<file path="config.mk">
export PLATFORM = sky130hd
export DESIGN_NAME = uart_err_status
export DESIGN_NICKNAME = d
export VERILOG_FILES = /design/src/rtl/uart_err_status.sv
export SDC_FILE = /design/constraint.sdc
export NUM_CORES = 1
export LEC_CHECK = 0
export ABC_AREA = 0
export BUFFER_PORTS_ARGS = -buffer_cell sky130_fd_sc_hd__clkbuf_2
export CAP_MARGIN = 5
export CORE_ASPECT_RATIO = 1.4
export CORE_UTILIZATION = 52
export CTS_CLUSTER_DIAMETER = 100
export DETAILED_ROUTE_END_ITERATION = 10
export GPL_ROUTABILITY_DRIVEN = 0
export GPL_TIMING_DRIVEN = 0
export PLACE_DENSITY_LB_ADDON = 0.08
export RECOVER_POWER = 100
export SYNTH_ARGS = -nofsm -noshare
export SYNTH_HDL_FRONTEND = slang
export SYNTH_SLANG_ARGS = --single-unit
</file>
<file path="constraint.sdc">
create_clock -name clk -period 2.1 [get_ports clk]
set_input_delay 0.21 -clock clk [delete_from_list [all_inputs] [get_ports clk]]
set_output_delay 0.21 -clock clk [all_outputs]
set_load 0.02 [all_outputs]
</file>
<file path="src/rtl/uart_err_status.sv">
// UART receive-path error checker: masks and checks each decoded frame, holds it in a
// one-entry valid/ready register, and keeps sticky error flags plus saturating counters.
module uart_err_status #(
  parameter int DATA_W = 8,
  parameter int CNT_W  = 8
) (
  input  logic              clk,
  input  logic              reset_n,
  input  logic              frm_valid,
  input  logic [DATA_W-1:0] frm_data,
  input  logic              frm_start,
  input  logic              frm_parity,
  input  logic [1:0]        frm_stop,
  input  logic [3:0]        cfg_data_bits,
  input  logic [2:0]        cfg_parity,
  input  logic              cfg_stop2,
  input  logic              clr_sticky,
  input  logic              clr_cnt,
  input  logic              out_ready,
  output logic              out_valid,
  output logic [DATA_W-1:0] out_data,
  output logic [3:0]        out_err,
  output logic [4:0]        sticky_err,
  output logic [CNT_W-1:0]  cnt_parity,
  output logic [CNT_W-1:0]  cnt_frame,
  output logic [CNT_W-1:0]  cnt_break,
  output logic [CNT_W-1:0]  cnt_overrun
);

  localparam logic [3:0]       DATA_W4 = 4'(DATA_W);
  localparam logic [CNT_W-1:0] CNT_MAX = {CNT_W{1'b1}};

  logic [3:0]        eff_bits;
  logic [DATA_W-1:0] data_mask;
  logic [DATA_W-1:0] data_m;
  logic              parity_err;
  logic              start_err;
  logic              stop_err;
  logic              brk;
  logic              accept;
  logic              overrun;
  logic [3:0]        frm_err;

  always_comb begin
    eff_bits = ((cfg_data_bits >= 4'd5) && (cfg_data_bits <= DATA_W4)) ? cfg_data_bits : DATA_W4;
    data_mask = '0;
    for (int i = 0; i < DATA_W; i++) begin
      data_mask[i] = (4'(i) < eff_bits);
    end
    data_m = frm_data & data_mask;
  end

  always_comb begin
    unique case (cfg_parity)
      3'b000:  parity_err = 1'b0;
      3'b001:  parity_err = ~(^data_m ^ frm_parity);
      3'b010:  parity_err = ^data_m ^ frm_parity;
      3'b011:  parity_err = ~frm_parity;
      3'b100:  parity_err = frm_parity;
      default: parity_err = 1'b1;
    endcase
  end

  // Break: an all-zero line, including every bit the current config actually samples.
  assign brk = (data_m == '0) && !frm_start
             && ((cfg_parity == 3'b000) || !frm_parity)
             && !frm_stop[0] && (!cfg_stop2 || !frm_stop[1]);

  assign start_err = frm_start;
  assign stop_err  = !frm_stop[0] || (cfg_stop2 && !frm_stop[1]) || brk;
  assign frm_err   = {brk, stop_err, start_err, parity_err};

  assign accept  = frm_valid && (!out_valid || out_ready);
  assign overrun = frm_valid && out_valid && !out_ready;

  function automatic logic [CNT_W-1:0] cnt_next(input logic [CNT_W-1:0] c,
                                                input logic inc, input logic clr);
    if (inc) return clr ? CNT_W'(1) : ((c == CNT_MAX) ? c : c + CNT_W'(1));
    return clr ? '0 : c;
  endfunction

  always_ff @(posedge clk or negedge reset_n) begin
    if (!reset_n) begin
      out_valid   <= 1'b0;
      out_data    <= '0;
      out_err     <= '0;
      sticky_err  <= '0;
      cnt_parity  <= '0;
      cnt_frame   <= '0;
      cnt_break   <= '0;
      cnt_overrun <= '0;
    end else begin
      if (accept) begin
        out_valid <= 1'b1;
        out_data  <= data_m;
        out_err   <= frm_err;
      end else if (out_valid && out_ready) begin
        out_valid <= 1'b0;
      end
      // A set in the same cycle as clr_sticky wins for that bit.
      sticky_err <= (clr_sticky ? 5'b0 : sticky_err)
                  | {overrun, (accept ? frm_err : 4'b0)};
      cnt_parity  <= cnt_next(cnt_parity,  accept && parity_err,              clr_cnt);
      cnt_frame   <= cnt_next(cnt_frame,   accept && (start_err || stop_err), clr_cnt);
      cnt_break   <= cnt_next(cnt_break,   accept && brk,                     clr_cnt);
      cnt_overrun <= cnt_next(cnt_overrun, overrun,                           clr_cnt);
    end
  end

endmodule

</file>
# --- Word level (Yosys, flattened, before mapping) ---
# Index checks and enable logic that the tools add are counted.
# W data, S select, Z words.
word_totals:
  wordCells: 104
  inputBits: 26
  output_inout_bits: 50
  register_bits: 50
classes:
  n_eq_ne: 12
  add_sub_neg: 4
  n_reduce_logical: 38
  muxes: 27
  magnitude_cmp: 10
  bitwise_logic: 5
op_table:
  columns: ["operator", "count"]
  rows:
  - ["$mux W8", 17]
  - ["$add A8 B1 Y8 const B", 4]
  - ["$eq A8 B8 Y1 const B", 4]
  - ["$lt A3 B4 Y1 const A", 4]
  - ["$logic_and A1 B1 Y1", 13]
  - ["$ne A3 B3 Y1 const B", 4]
  - ["$reduce_bool A2 Y1", 5]
  - ["$and A8 B8 Y8", 1]
  - ["$logic_not A8 Y1", 1]
  - ["$lt A1 B4 Y1 const A", 2]
  - ["$lt A2 B4 Y1 const A", 2]
  - ["$mux W4", 2]
  - ["$reduce_and A2 Y1", 4]
  - ["$reduce_xor A8 Y1", 1]
  - ["$logic_not A1 Y1", 7]
  - ["$eq A3 B2 Y1 const B", 2]
  - ["$logic_or A1 B1 Y1", 6]
  - ["$mux W1", 6]
  - ["$mux W5", 1]
  - ["$or A5 B5 Y5", 1]
  - ["$pmux W1 S5", 1]
  - ["$ge A4 B3 Y1 const B", 1]
  - ["$le A4 B4 Y1 const B", 1]
  - ["$eq A3 B1 Y1 const B", 1]
  - ["4 further kinds", 5]

# --- Logic depth before layout (Yosys ltp) ---
depth:
  word_depth: 16
  ltp_mapped: 9
  depth_no_buf: 8

# --- Worst setup path before layout ---
# Ideal clock, no wire load.
synth_path:
  path_kind: "input-to-reg"
  start: "input port cfg_data_bits[3]"
  end: "register cnt_parity[4]"
  path_slack_ns: -0.273
  required_ns: 2.022
  n_path_buf: 1
  arrival_time_ns: 2.295
  stages: 9
  setup_time_ns: 0.078
  path_cell_list: "nand2b_1 -> o21ai_0 -> ha_1 -> xnor2_1 -> xnor2_1 -> mux2_4 -> buf_6 -> or4_1 -> a21oi_1"
synth_via:
  elab_chain_len: 13
  elab_cells_between_ends: 23
  cone_classes: "order compare: 10; eq/ne: 1; mux: 4; bitwise: 3; reduce/logical: 5"
synth_lines:
  columns: ["item", "line", "source"]
  rows:
  - ["start: declaration", "14", "input logic [3:0] cfg_data_bits,"]
  - ["$ge A4 B3 Y1 / $le A4 B4 Y1 (equally long branches)", "45", "eff_bits = ((cfg_data_bits >= 4'd5) && (cfg_data_bits <= DATA_W4)) ? cfg_data_bits : DATA_W4;"]
  - ["$logic_and A1 B1 Y1", "45", null]
  - ["$mux W4 *", "45", null]
  - ["$lt A1 B4 Y1, or another cell as far along", "48", "data_mask[i] = (4'(i) < eff_bits);"]
  - ["$and A8 B8 Y8 *", "50", "data_m = frm_data & data_mask;"]
  - ["$reduce_xor A8 Y1 *", "56, 57", null]
  - ["$xor A1 B1 Y1 *", "56, 57", null]
  - ["$not A1 Y1", "56", "3'b001: parity_err = ~(^data_m ^ frm_parity);"]
  - ["$pmux W1 S5 *", "54", "unique case (cfg_parity)"]
  - ["$logic_and A1 B1 Y1 *", "103", "cnt_parity <= cnt_next(cnt_parity, accept && parity_err, clr_cnt);"]
  - ["$mux W1", "78", "if (inc) return clr ? CNT_W'(1) : ((c == CNT_MAX) ? c : c + CNT_W'(1));"]
  - ["$reduce_bool A2 Y1 (no source line)", null, null]
  - ["$reduce_and A2 Y1 (no source line)", null, null]
  - ["end signal: assignment", "103", null]
  - ["end: declaration", "24", "output logic [CNT_W-1:0] cnt_parity,"]
# Every way passes the cells marked *; elsewhere a longest branch is shown, timed or not.
# A chain may end at the register's enable or synchronous reset.

# --- Worst setup path in the final report ---
layout_path:
  start: "input port cfg_data_bits[0]"
  end: "register cnt_parity[3]"
# Same word-level chain as after synthesis.

==> key figures <==
Status
  – Status: complete, no violations

Drt
  – Drt wl/cell: 14.4 um
  – Drt pass-1 iters: 4
  – Starting DRT DRC Count: 148
  – Via/cell ratio: 5.44
  – Via Count: 2,389
  – Post-route ant nets: 0
  – Routed WL: 6310 um
  – DR DRC count: 0

Worst setup path
  – Worst EP required: 2.32 ns
  – CP Capture Type: flip-flop
  – Crit start category: input port
  – FF-to-FF path depth: 7
  – Crit path max fanout: 8
  – Setup CP Type: input port to flip-flop
  – Crit path arrival time: 2.30 ns

Die
  – FP Rows: 30
  – # IOs: 76
  – Chip width: 62.0 um
  – Chip Height: 86.0 um
  – Core box area: 4840 um^2
  – Initial Util: 54.2%
  – Die footprint: 5340 um^2

STA
  – Post-route minimum period: 2.08 ns
  – Setup violators final: 0
  – Fmax: 0.481 GHz
  – Slew HR: 30.3%
  – Final Hold Vio Count: 0
  – Final slew viol count: 0
  – RSZ-0062 raised after global routing: no
  – Final period utilization: 99.0%
  – WHS: 0.174 ns
  – Setup TNS: 0 ns
  – Final clock skew: 0.0103 ns
  – Final setup margin: 0.0201 ns
  – Worst-Margin Slew: 1.03 ns

Clock tree
  – CTS tree: done
  – H-tree depth: 2
  – CTS clock-pin slew for the worst setup and hold paths: 0.09 ns
  – CTS max path bufs: 2
  – Clk sink count: 50
  – Clock latency on the worst-skew pair: 0.30 ns
  – CTS buffer count: 5
  – Root buffer cell: clkbuf_8

Place
  – Post-placement cell count: 422
  – IO Port Bufs: 75
  – Dpl ws: -0.424 ns
  – Dpl hpwl: 4410 um
  – DP Area: 3160 um^2

Yosys
  – Area leader, netlist: dfrtp_1
  – Post-Syn Nets: 317
  – Ys async rst share: 100%
  – Top-area cell type share of the netlist area: 47.7%
  – Post-synthesis cell area: 2620 um^2
  – Count leader, synth: dfrtp_1
  – Ys Warns: 0
  – Mapped Cells: 283
  – Synth top area cells: dfrtp_1 48%, nand2_1 5.4%, o21ai_0 4.6%, ha_1 3.8%, nor2_1 3.7%
  – Commonest cells post-synth: 50 x dfrtp_1, 38 x nand2_1, 26 x nor2_1
  – Synthesized flop and latch total: 50
  – Seq/Total Area, Yosys: 47.7%
  – Synth Area per Inst: 9.27 um^2
  – Post-synth cell types: 39
  – Post-synth top flop: dfrtp_1
  – EDFF count, synth: 0

Power
  – PwrDens: 664 nW/um^2
  – LEAKAGE: 1.43 nW
  – Maximum VDD drop: 539 uV
  – Total design power: 2.23 mW

Global routing
  – Number of global-route vias before repair: 2,216
  – GRT Util Overall: 24.6%
  – Grt ovf: 0
  – Initial antenna violation count: 0
  – Global-route wire length before repair: 9830 um
  – Pin count of the biggest net entering global routing: 51

Layout
  – Final Instance Area: 3360 um^2
  – Fin nets: 408
  – P&R area growth vs syn: 28.1%
  – Core Util, Final: 69.4%
  – Post-Layout Cell Count: 439
  – N_diodes: 0
  – Layout filler cell count: 433
  – Layout cell share with drive strength beyond 1: 16.5%

Worst hold path
  – Hold crit path type: input port to flip-flop
  – Hold depth: 2

Run
  – MaxCap Viol Count: 0
[final cells by class]
cell class | count | area (um^2) | share of cell area (%)
clock buffers | 6 | 72.6 | 2.16
flip-flops and latches | 50 | 1250 | 37.2
multi-input cells | 206 | 1410 | 42.1
plain buffers | 9 | 35.0 | 1.04
repair buffers | 85 | 405 | 12.1
clock inverters | 2 | 37.5 | 1.12
well taps | 64 | 80.1 | 2.38
inverters | 17 | 63.8 | 1.90
[layer usage]
layer,global-route usage (%),vias to the layer above,routed length (um)
met4,6.67,0,84
met3,4.22,7,259
li1,-,1169,-
met5,0,-,0
met2,42.9,71,3340
met1,30.1,1142,2620
[worst paths after layout]
| check | slack, ns | end | from |
|---|---|---|---|
| max | 0.02 | cnt_parity[3] | cfg_data_bits[0] |
| min | 0.17 | sticky_err[1] | clr_sticky |
| max reg2reg | 0.18 | cnt_break[6] | out_valid |
| min reg2reg | 0.49 | out_data[5] | out_data[5] |
| max in group asynchronous | 0.40 | cnt_parity[2] | reset_n |
| min in group asynchronous | 0.34 | cnt_overrun[2] | reset_n |
[power breakdown]
| part | switching [mW] | internal, mW | total, mW |
|---|---|---|---|
| Combinational | 0.291 | 0.215 | 0.505 |
| Sequential | 0.0404 | 1.02 | 1.06 |
| Clock | 0.313 | 0.356 | 0.669 |
| Total | 0.644 | 1.59 | 2.23 |
[sequential cells by signal (all words and copies together), names as in the netlist]
| register | count |
|---|---|
| cnt_break | 8 |
| cnt_frame | 8 |
| cnt_overrun | 8 |
| cnt_parity | 8 |
| out_data | 8 |
| out_err | 4 |
| out_valid | 1 |
| sticky_err | 5 |
[worst max-delay path, cell delays in order]
cell	delay, ns
clkbuf_8	0.14
xnor2_4	0.13
o21ai_4	0.19
ha_4	0.23
xnor2_2	0.19
xnor2_2	0.15
mux2_4	0.37
or4_1	0.52
a21oi_1	0.16
[cell families after synthesis]
family                     after synthesis  share of synthesized area, %
and+or+nand+nor                        126                          24.3
muxes                                    5                          2.19
xor gates and xnor gates                16                          5.87
adders and majority gates                8                          3.82
AOI/OAI and AO/OA                       51                          11.9
DFF                                     50                          47.7
buffers and inverters                   27                          4.20
[cell usage in the layout, fill, tap and decap left out, drive strengths merged, types with 3 or more instances in the layout]
master and n:
buf 9, o21ai 24, xor2 4, xnor2 11, or4 4, nand2 38, nand3b 5, or3 6
nor2 26, a21oi 14, clkbuf 90, nand3 10, nand2b 5, nor4 4, nor3 4, mux2 3
o31ai 4, ha 8, inv 17, dfrtp 50, nand4 9, nor2b 4, and4 3
[what timing repair did]
item                                   in CTS  in global routing
hold buffers                                0                  1
gates resized for setup                    10                  7
pin swaps                                   9                 10
setup endpoints to repair                   7                  9
buffers inserted                            6                  2
gates cloned                                0                  0
endpoints found under the hold margin       0                  8
(Power assumes the default switching activity.)
